**src/rtl/alu_sequencer.sv**
```systemverilog
`default_nettype none
// ============================================================================
//  alu_sequencer : issues 3-cycle register-to-register ops to a registered ALU
//  Rev 1.0
// ============================================================================
module alu_sequencer #(
  parameter int NREGS = 8
) (
  input  logic       clk_i,
  input  logic       rst_i,
  input  logic       instr_valid_i,
  input  logic [15:0] instr_i,
  output logic       instr_ready_o,
  input  logic       ld_en_i,
  input  logic [2:0] ld_addr_i,
  input  logic [7:0] ld_data_i,
  input  logic [2:0] dbg_addr_i,
  output logic [7:0] dbg_data_o,
  output logic [2:0] alu_op_o,
  output logic [7:0] alu_a_o,
  output logic [7:0] alu_b_o,
  input  logic [7:0] alu_out_i,
  input  logic [3:0] alu_flags_i,
  output logic [3:0] flags_q_o,
  output logic [7:0] result_q_o,
  output logic       done_o
);

  localparam int         AW      = 3;
  localparam logic [2:0] OP_COMP = 3'b101;

  typedef enum logic [1:0] {
    IDLE    = 2'd0,
    EXEC    = 2'd1,
    CAPTURE = 2'd2
  } state_t;

  state_t     state_q, state_d;
  logic [2:0] op_q, op_d;
  logic [2:0] dst_q, dst_d;
  logic [7:0] opa_q, opa_d;
  logic [7:0] opb_q, opb_d;
  logic [7:0] result_q, result_d;
  logic [3:0] flags_q, flags_d;
  logic       done_q, done_d;
  logic       wb_en;
  logic [7:0] rf_q [NREGS];

  logic unused_instr_bits;
  assign unused_instr_bits = ^instr_i[3:0];

  assign instr_ready_o = (state_q == IDLE) && !rst_i;

  always_comb begin
    state_d  = state_q;
    op_d     = op_q;
    dst_d    = dst_q;
    opa_d    = opa_q;
    opb_d    = opb_q;
    result_d = result_q;
    flags_d  = flags_q;
    done_d   = 1'b0;
    wb_en    = 1'b0;
    case (state_q)
      IDLE: begin
        if (instr_valid_i && instr_ready_o) begin
          op_d    = instr_i[15:13];
          dst_d   = instr_i[12:10];
          opa_d   = rf_q[instr_i[9:7]];
          opb_d   = rf_q[instr_i[6:4]];
          state_d = EXEC;
        end
      end
      EXEC: state_d = CAPTURE;
      CAPTURE: begin
        result_d = alu_out_i;
        flags_d  = alu_flags_i;
        done_d   = 1'b1;
        wb_en    = (op_q != OP_COMP);
        state_d  = IDLE;
      end
      default: state_d = IDLE;
    endcase
  end

  always_ff @(posedge clk_i or posedge rst_i) begin
    if (rst_i) begin
      state_q  <= IDLE;
      op_q     <= 3'd0;
      dst_q    <= 3'd0;
      opa_q    <= 8'd0;
      opb_q    <= 8'd0;
      result_q <= 8'd0;
      flags_q  <= 4'd0;
      done_q   <= 1'b0;
    end else begin
      state_q  <= state_d;
      op_q     <= op_d;
      dst_q    <= dst_d;
      opa_q    <= opa_d;
      opb_q    <= opb_d;
      result_q <= result_d;
      flags_q  <= flags_d;
      done_q   <= done_d;
    end
  end

  // Writeback has priority over a host load aimed at the same entry.
  for (genvar i = 0; i < NREGS; i++) begin : g_rf
    always_ff @(posedge clk_i or posedge rst_i) begin
      if (rst_i) begin
        rf_q[i] <= 8'd0;
      end else if (wb_en && (dst_q == AW'(i))) begin
        rf_q[i] <= alu_out_i;
      end else if (ld_en_i && (ld_addr_i == AW'(i))) begin
        rf_q[i] <= ld_data_i;
      end
    end
  end

  // Operand registers only change on acceptance, so they hold between ops.
  assign alu_op_o   = op_q;
  assign alu_a_o    = opa_q;
  assign alu_b_o    = opb_q;
  assign dbg_data_o = rf_q[dbg_addr_i];
  assign flags_q_o  = flags_q;
  assign result_q_o = result_q;
  assign done_o     = done_q;

endmodule
`default_nettype wire
```
**config.mk**
```make
export PLATFORM = sky130hd
export DESIGN_NAME = alu_sequencer
export DESIGN_NICKNAME = d
export VERILOG_FILES = /design/src/rtl/alu_sequencer.sv
export SDC_FILE = /design/constraint.sdc
export NUM_CORES = 1
export LEC_CHECK = 0
export CORE_UTILIZATION = 62
export CTS_CLUSTER_DIAMETER = 40
export CTS_CLUSTER_SIZE = 14
export DETAILED_ROUTE_END_ITERATION = 10
export DONT_BUFFER_PORTS = 1
export PLACE_DENSITY = 0.78
export SYNTH_ARGS = -nofsm -noshare
export SYNTH_HDL_FRONTEND = slang
export SYNTH_SLANG_ARGS = --single-unit
export TNS_END_PERCENT = 5
```
**constraint.sdc**
```tcl
create_clock -name clk_i -period 3.2 [get_ports clk_i]
set_input_delay 0.32 -clock clk_i [delete_from_list [all_inputs] [get_ports clk_i]]
set_output_delay 0.32 -clock clk_i [all_outputs]
set_load 0.02 [all_outputs]
```
# After elaboration in Yosys (flattened, before gate mapping)
# Cells that the tools add are included.
word_totals:
  wordCells: 100
  reg_bits: 101
  inputBits: 46
  output_inout_bits: 41
op_classes:
  bitwise: 3
  n_reduce_logical: 31
  n_eq_ne: 18
  n_mux: 29
  order_cmp: 3
ops:
  columns: ["op", "count"]
  rows:
  - ["8-bit 2-to-1 mux", 22]
  - ["8-bit binary-select mux with 3-bit select", 3]
  - ["3-bit equality test, second input constant", 8]
  - ["1-bit logical AND", 18]
  - ["2-bit nonzero test", 8]
  - ["3-bit by 2-bit equality test with 1-bit output, second input constant", 4]
  - ["4-bit greater-or-equal comparator, second input constant", 3]
  - ["3-bit NOT with 4-bit output", 3]
  - ["3-bit by 1-bit equality test with 1-bit output, second input constant", 2]
  - ["3-bit logical NOT", 2]
  - ["2-bit case mux with 2 select lines", 1]
  - ["3-bit != test, second input constant", 1]
  - ["2-bit by 1-bit equality test with 1-bit output, second input constant", 1]
  - ["2-bit equality test, second input constant", 1]
  - ["2-bit logical NOT", 1]
  - ["1-bit 2-to-1 mux", 2]
  - ["2-bit 2-to-1 mux", 1]
  - ["2-bit by 1-bit != test with 1-bit output, second input constant", 1]
  - ["2-bit AND reduction", 1]
  - ["1-bit logical NOT", 1]

# Logic depth before layout (Yosys ltp)
logic_depth:
  ltp_word: 5
  mapped_depth: 6
  ltp_nobuf: 4

# Worst setup path after synthesis
# Ideal clock, no wire load.
synth_path:
  kind: "input to output"
  startpoint: "input dbg_addr_i[0]"
  endpoint: "output dbg_data_o[0]"
  arrival_ns: 1.469
  t_required_ns: 2.880
  n_path_buf: 2
  slack_ns: 1.411
  path_stages: 4
  path_cell_list: "buf_4 -> buf_6 -> mux4_2 -> mux2_2"
synth_between:
  elab_chain_len: 4
synth_rtl:
  columns: ["element", "line_no", "source"]
  rows:
  - ["start, declared", "17", "input logic [2:0] dbg_addr_i,"]
  - ["3-bit NOT with 4-bit output (not written as such)", "125", "assign dbg_data_o = rf_q[dbg_addr_i];"]
  - ["8-bit binary-select mux with 3-bit select", "125", null]
  - ["8-bit 2-to-1 mux (not written as such) (2 in a row)", "125", null]
  - ["end, declared", "18", "output logic [7:0] dbg_data_o,"]
# Every way passes these cells. The select of a mux whose other input is x is not followed.

# Final worst setup path
layout_path:
  startpoint: "register state_q[0]"
  endpoint: "register rf_q[41] (netlist bit)"
layout_between:
  elab_chain_len: 4
  elab_cells_between_ends: 5
  classes_between: "eq/ne: 1; mux: 2; reduce/logical: 2"
layout_rtl:
  columns: ["element", "line_no", "source"]
  rows:
  - ["start, declared", "38", "state_t state_q, state_d;"]
  - ["start signal, assigned", "97", "state_q <= state_d;"]
  - ["2-bit equality test *", "64", "case (state_q)"]
  - ["1-bit 2-to-1 mux *", "64", null]
  - ["1-bit logical AND *", "113", "end else if (wb_en && (dst_q == AW'(i))) begin"]
  - ["8-bit 2-to-1 mux / 2-bit nonzero test (equally long branches)", null, null]
  - ["end signal, assigned by index", "114", "rf_q[i] <= alu_out_i;"]
  - ["end signal, assigned by index", "116", "rf_q[i] <= ld_data_i;"]
  - ["end, declared", "47", "logic [7:0] rf_q [NREGS];"]
# Every way passes the cells marked *; elsewhere a longest branch is shown, timed or not.
# A chain may end at the register's enable or synchronous reset.

==> impl_metrics.tcl <==
set metrics [dict create \
    internal_power_mw 2.91 \
    worstPathArrival_ns 2.62 \
    finalSetupViolations 0 \
    htree_num_levels 3 \
    timing.final.crit_share 0.738 \
    grt.busiest_layer "met2" \
    core_mm2 0.00977 \
    wirelength_um 16200 \
    synth.mux.area_fraction 0.422 \
    worstMarginPinSlew_ns 1.02 \
    crit_slowest_cell "nand4b_1" \
    synth_compound_area_frac 0.0576 \
    max_freq_ghz 0.424 \
    cts_resized 0 \
    slew_viol_final 0 \
    power.leakage_nw 2.71 \
    finClkSkew_ns 0.00957 \
    track_usage 0.328 \
    syn_inst 492 \
    hold_path_class "primary input to async pin" \
    ant_nets 0 \
    power.density_mw_per_mm2 679 \
    cts_buffer_depth 2 \
    insertedDiodeCount 0 \
    overflow 0 \
    die_h_um 102 \
    detailroute.via_count 4201 \
    met2_usage 0.519 \
    p_seq_frac 0.502 \
    die_x_um 102 \
    rsz0062_at_grt "no" \
    cts_tree "built" \
    yosys_warnings 0 \
    synth_top_family_by_area "multiplexers" \
    synth_area_per_cell_um2 12.7 \
    crit_chain "nand2b_1 -> buf_4 -> inv_2 -> nand4b_1 -> mux2_2" \
    detail_route.vias_per_cell 6.89 \
    grt_max_degree 80 \
    root_buffer "clkbuf_8" \
    swShare 0.334 \
    ys_seq_area_frac 0.404 \
    die_area_mm2 0.0105 \
    synth-edff-count 0 \
    cp_top_family "simple AND/OR/NAND/NOR gates" \
    nets 520 \
    io_pins 87 \
    grt_pass1_wl_um 24200 \
    fin_ws_ns 0.839 \
    cp.buffers_inverters 2 \
    syn_area_mm2 0.00626 \
    p_switching_mw 1.46 \
    required_ns 3.46 \
    cts_sinks 101 \
    synth-seq-cells 101 \
    use_met3 0.0547 \
    portBuffers 0 \
    synthAdderAreaFrac 0 \
    drv_cap 0 \
    std_cell_rows 36 \
    cts_setup_buffers 0 \
    wl_per_cell_um 26.5 \
    drc 0 \
    synth_ff_type "dfrtp_1" \
    drive_above_1_share 0.451 \
    combPwrFrac 0.313 \
    slowest_delay_ns 0.63 \
    synth_cell_types 28 \
    clk_latency_ns 0.37 \
    finalSetupTns_ns 0 \
    hold_viol 0 \
    fillers 759 \
    total_power_mw 4.36 \
    synthToLayoutAreaGrowth_pct 2.70 \
    cp_max_fo 21 \
    syn-num-nets 538 \
    end_kind "flop" \
    p_clk_frac 0.185 \
    hpwl_um 10200 \
    initialDrtViolationCount 277 \
    antenna_found_initial 0 \
    start_util 0.640 \
    crit_path_start_kind "flop" \
    max-vdd-ir-drop_mv 0.361 \
    clk_pin_slew_ns 0.09 \
    synth_simple_gate_area_frac 0.0814 \
    slew_headroom 0.319 \
    grt_use_met1 0.428 \
    layout_min_cycle_time_ns 2.36 \
    place_congestion 0.813 \
    synthArstFlopShare 1.00 \
    grt_pass1_vias 4249 \
    place_ws_ns 0.875 \
    postCtsHoldBufs 0 \
    cts_inserted_buffers 9 \
    whs_ns 0.0340 \
    crit_type "flop to flop" \
    synth-xor-area-share 0 \
    status "finished clean" \
    drt_first_pass_iters 4 \
]
## final cells by class
cell class | count | area (µm²) | share of cell area
well taps | 133 | 166 | 0.0259
clock buffers | 12 | 145 | 0.0226
repair buffers | 4 | 30.0 | 0.00467
clock inverters | 2 | 35.0 | 0.00545
inverters | 3 | 13.8 | 0.00214
flip-flops and latches | 101 | 2530 | 0.393
multi-input cells | 355 | 3510 | 0.546
## synthesized netlist by cell type, types with 6 or more instances
master,n,area share
buf_2,12,0.0096
mux2_2,170,0.31
buf_6,7,0.013
o31ai_1,16,0.019
nand2_1,54,0.032
dfrtp_1,101,0.40
mux4_2,16,0.058
mux2i_1,32,0.051
o22ai_1,16,0.016
buf_1,6,0.0036
a22o_1,16,0.022
## registers in the layout, indices dropped and copies added, names as in the netlist
signal and flops:
flags_q_o 4, alu_b_o 8, alu_a_o 8, rf_q 64
alu_op_o 3, dst_q 3, done_o 1, state_q 2
result_q_o 8
## power groups by stage
stage | combinational (mW) | clock, mW | sequential (mW)
finish | 1.37 | 0.806 | 2.19
floorplan | 1.24 | 0 | 2.07
CTS | 1.37 | 0.817 | 2.17
detailed placement | 1.36 | 0 | 2.20
global route | 1.49 | 0.873 | 2.24
global placement | 1.31 | 0 | 2.15
## cells in the final DEF (no fill, tap or decap), types with 2 or more instances in the layout
cell and n:
nor2b_1 5, mux4_2 16, nand4b_2 5, nor2_1 3, mux2i_1 32, clkbuf_1 2
nand4b_1 2, clkbuf_8 10, nand2b_1 3, o22ai_1 16, o31ai_1 16, mux2_1 4
nand4_2 5, mux2_2 170, a22o_1 16, dfrtp_1 101, nand2_1 54, and4bb_1 3
buf_4 4
## per-layer routing
| layer | vias to the layer above | wire length [µm] | share of wire |
|---|---|---|---|
| li1 | 1820 | - | - |
| met1 | 2151 | 6710 | 0.41 |
| met2 | 188 | 7680 | 0.47 |
| met3 | 42 | 1150 | 0.071 |
| met4 | 0 | 639 | 0.040 |
| met5 | - | 0 | 0 |
## cell families after synthesis
kind of cell | after synthesis
muxes | 222
buffers and inverters | 36
and+or+nand+nor | 85
AOI/OAI and AO/OA | 48
DFF | 101
## through the flow
step                area (µm²)  cells  utilization
global placement          6250    596        0.639
finish                    6430    610        0.658
CTS                       6430    610        0.658
global route              6430    610        0.658
floorplan                 6260    492            -
detailed placement        6250    596        0.639
## path summary, 6_finish.rpt
kind,start,end,slack [ns],cells past startpoint
min in group clk_i,alu_out_i[3],result_q_o[3],0.05,2
max,state_q[0],rf_q[41],0.84,5
max reg2reg,state_q[0],rf_q[41],0.84,5
min,rst_i,state_q[0],0.03,1
min reg2reg,state_q[1],state_q[1],0.49,1
max in group asynchronous,rst_i,alu_a_o[0],2.39,2
(Power assumes the default switching activity.)
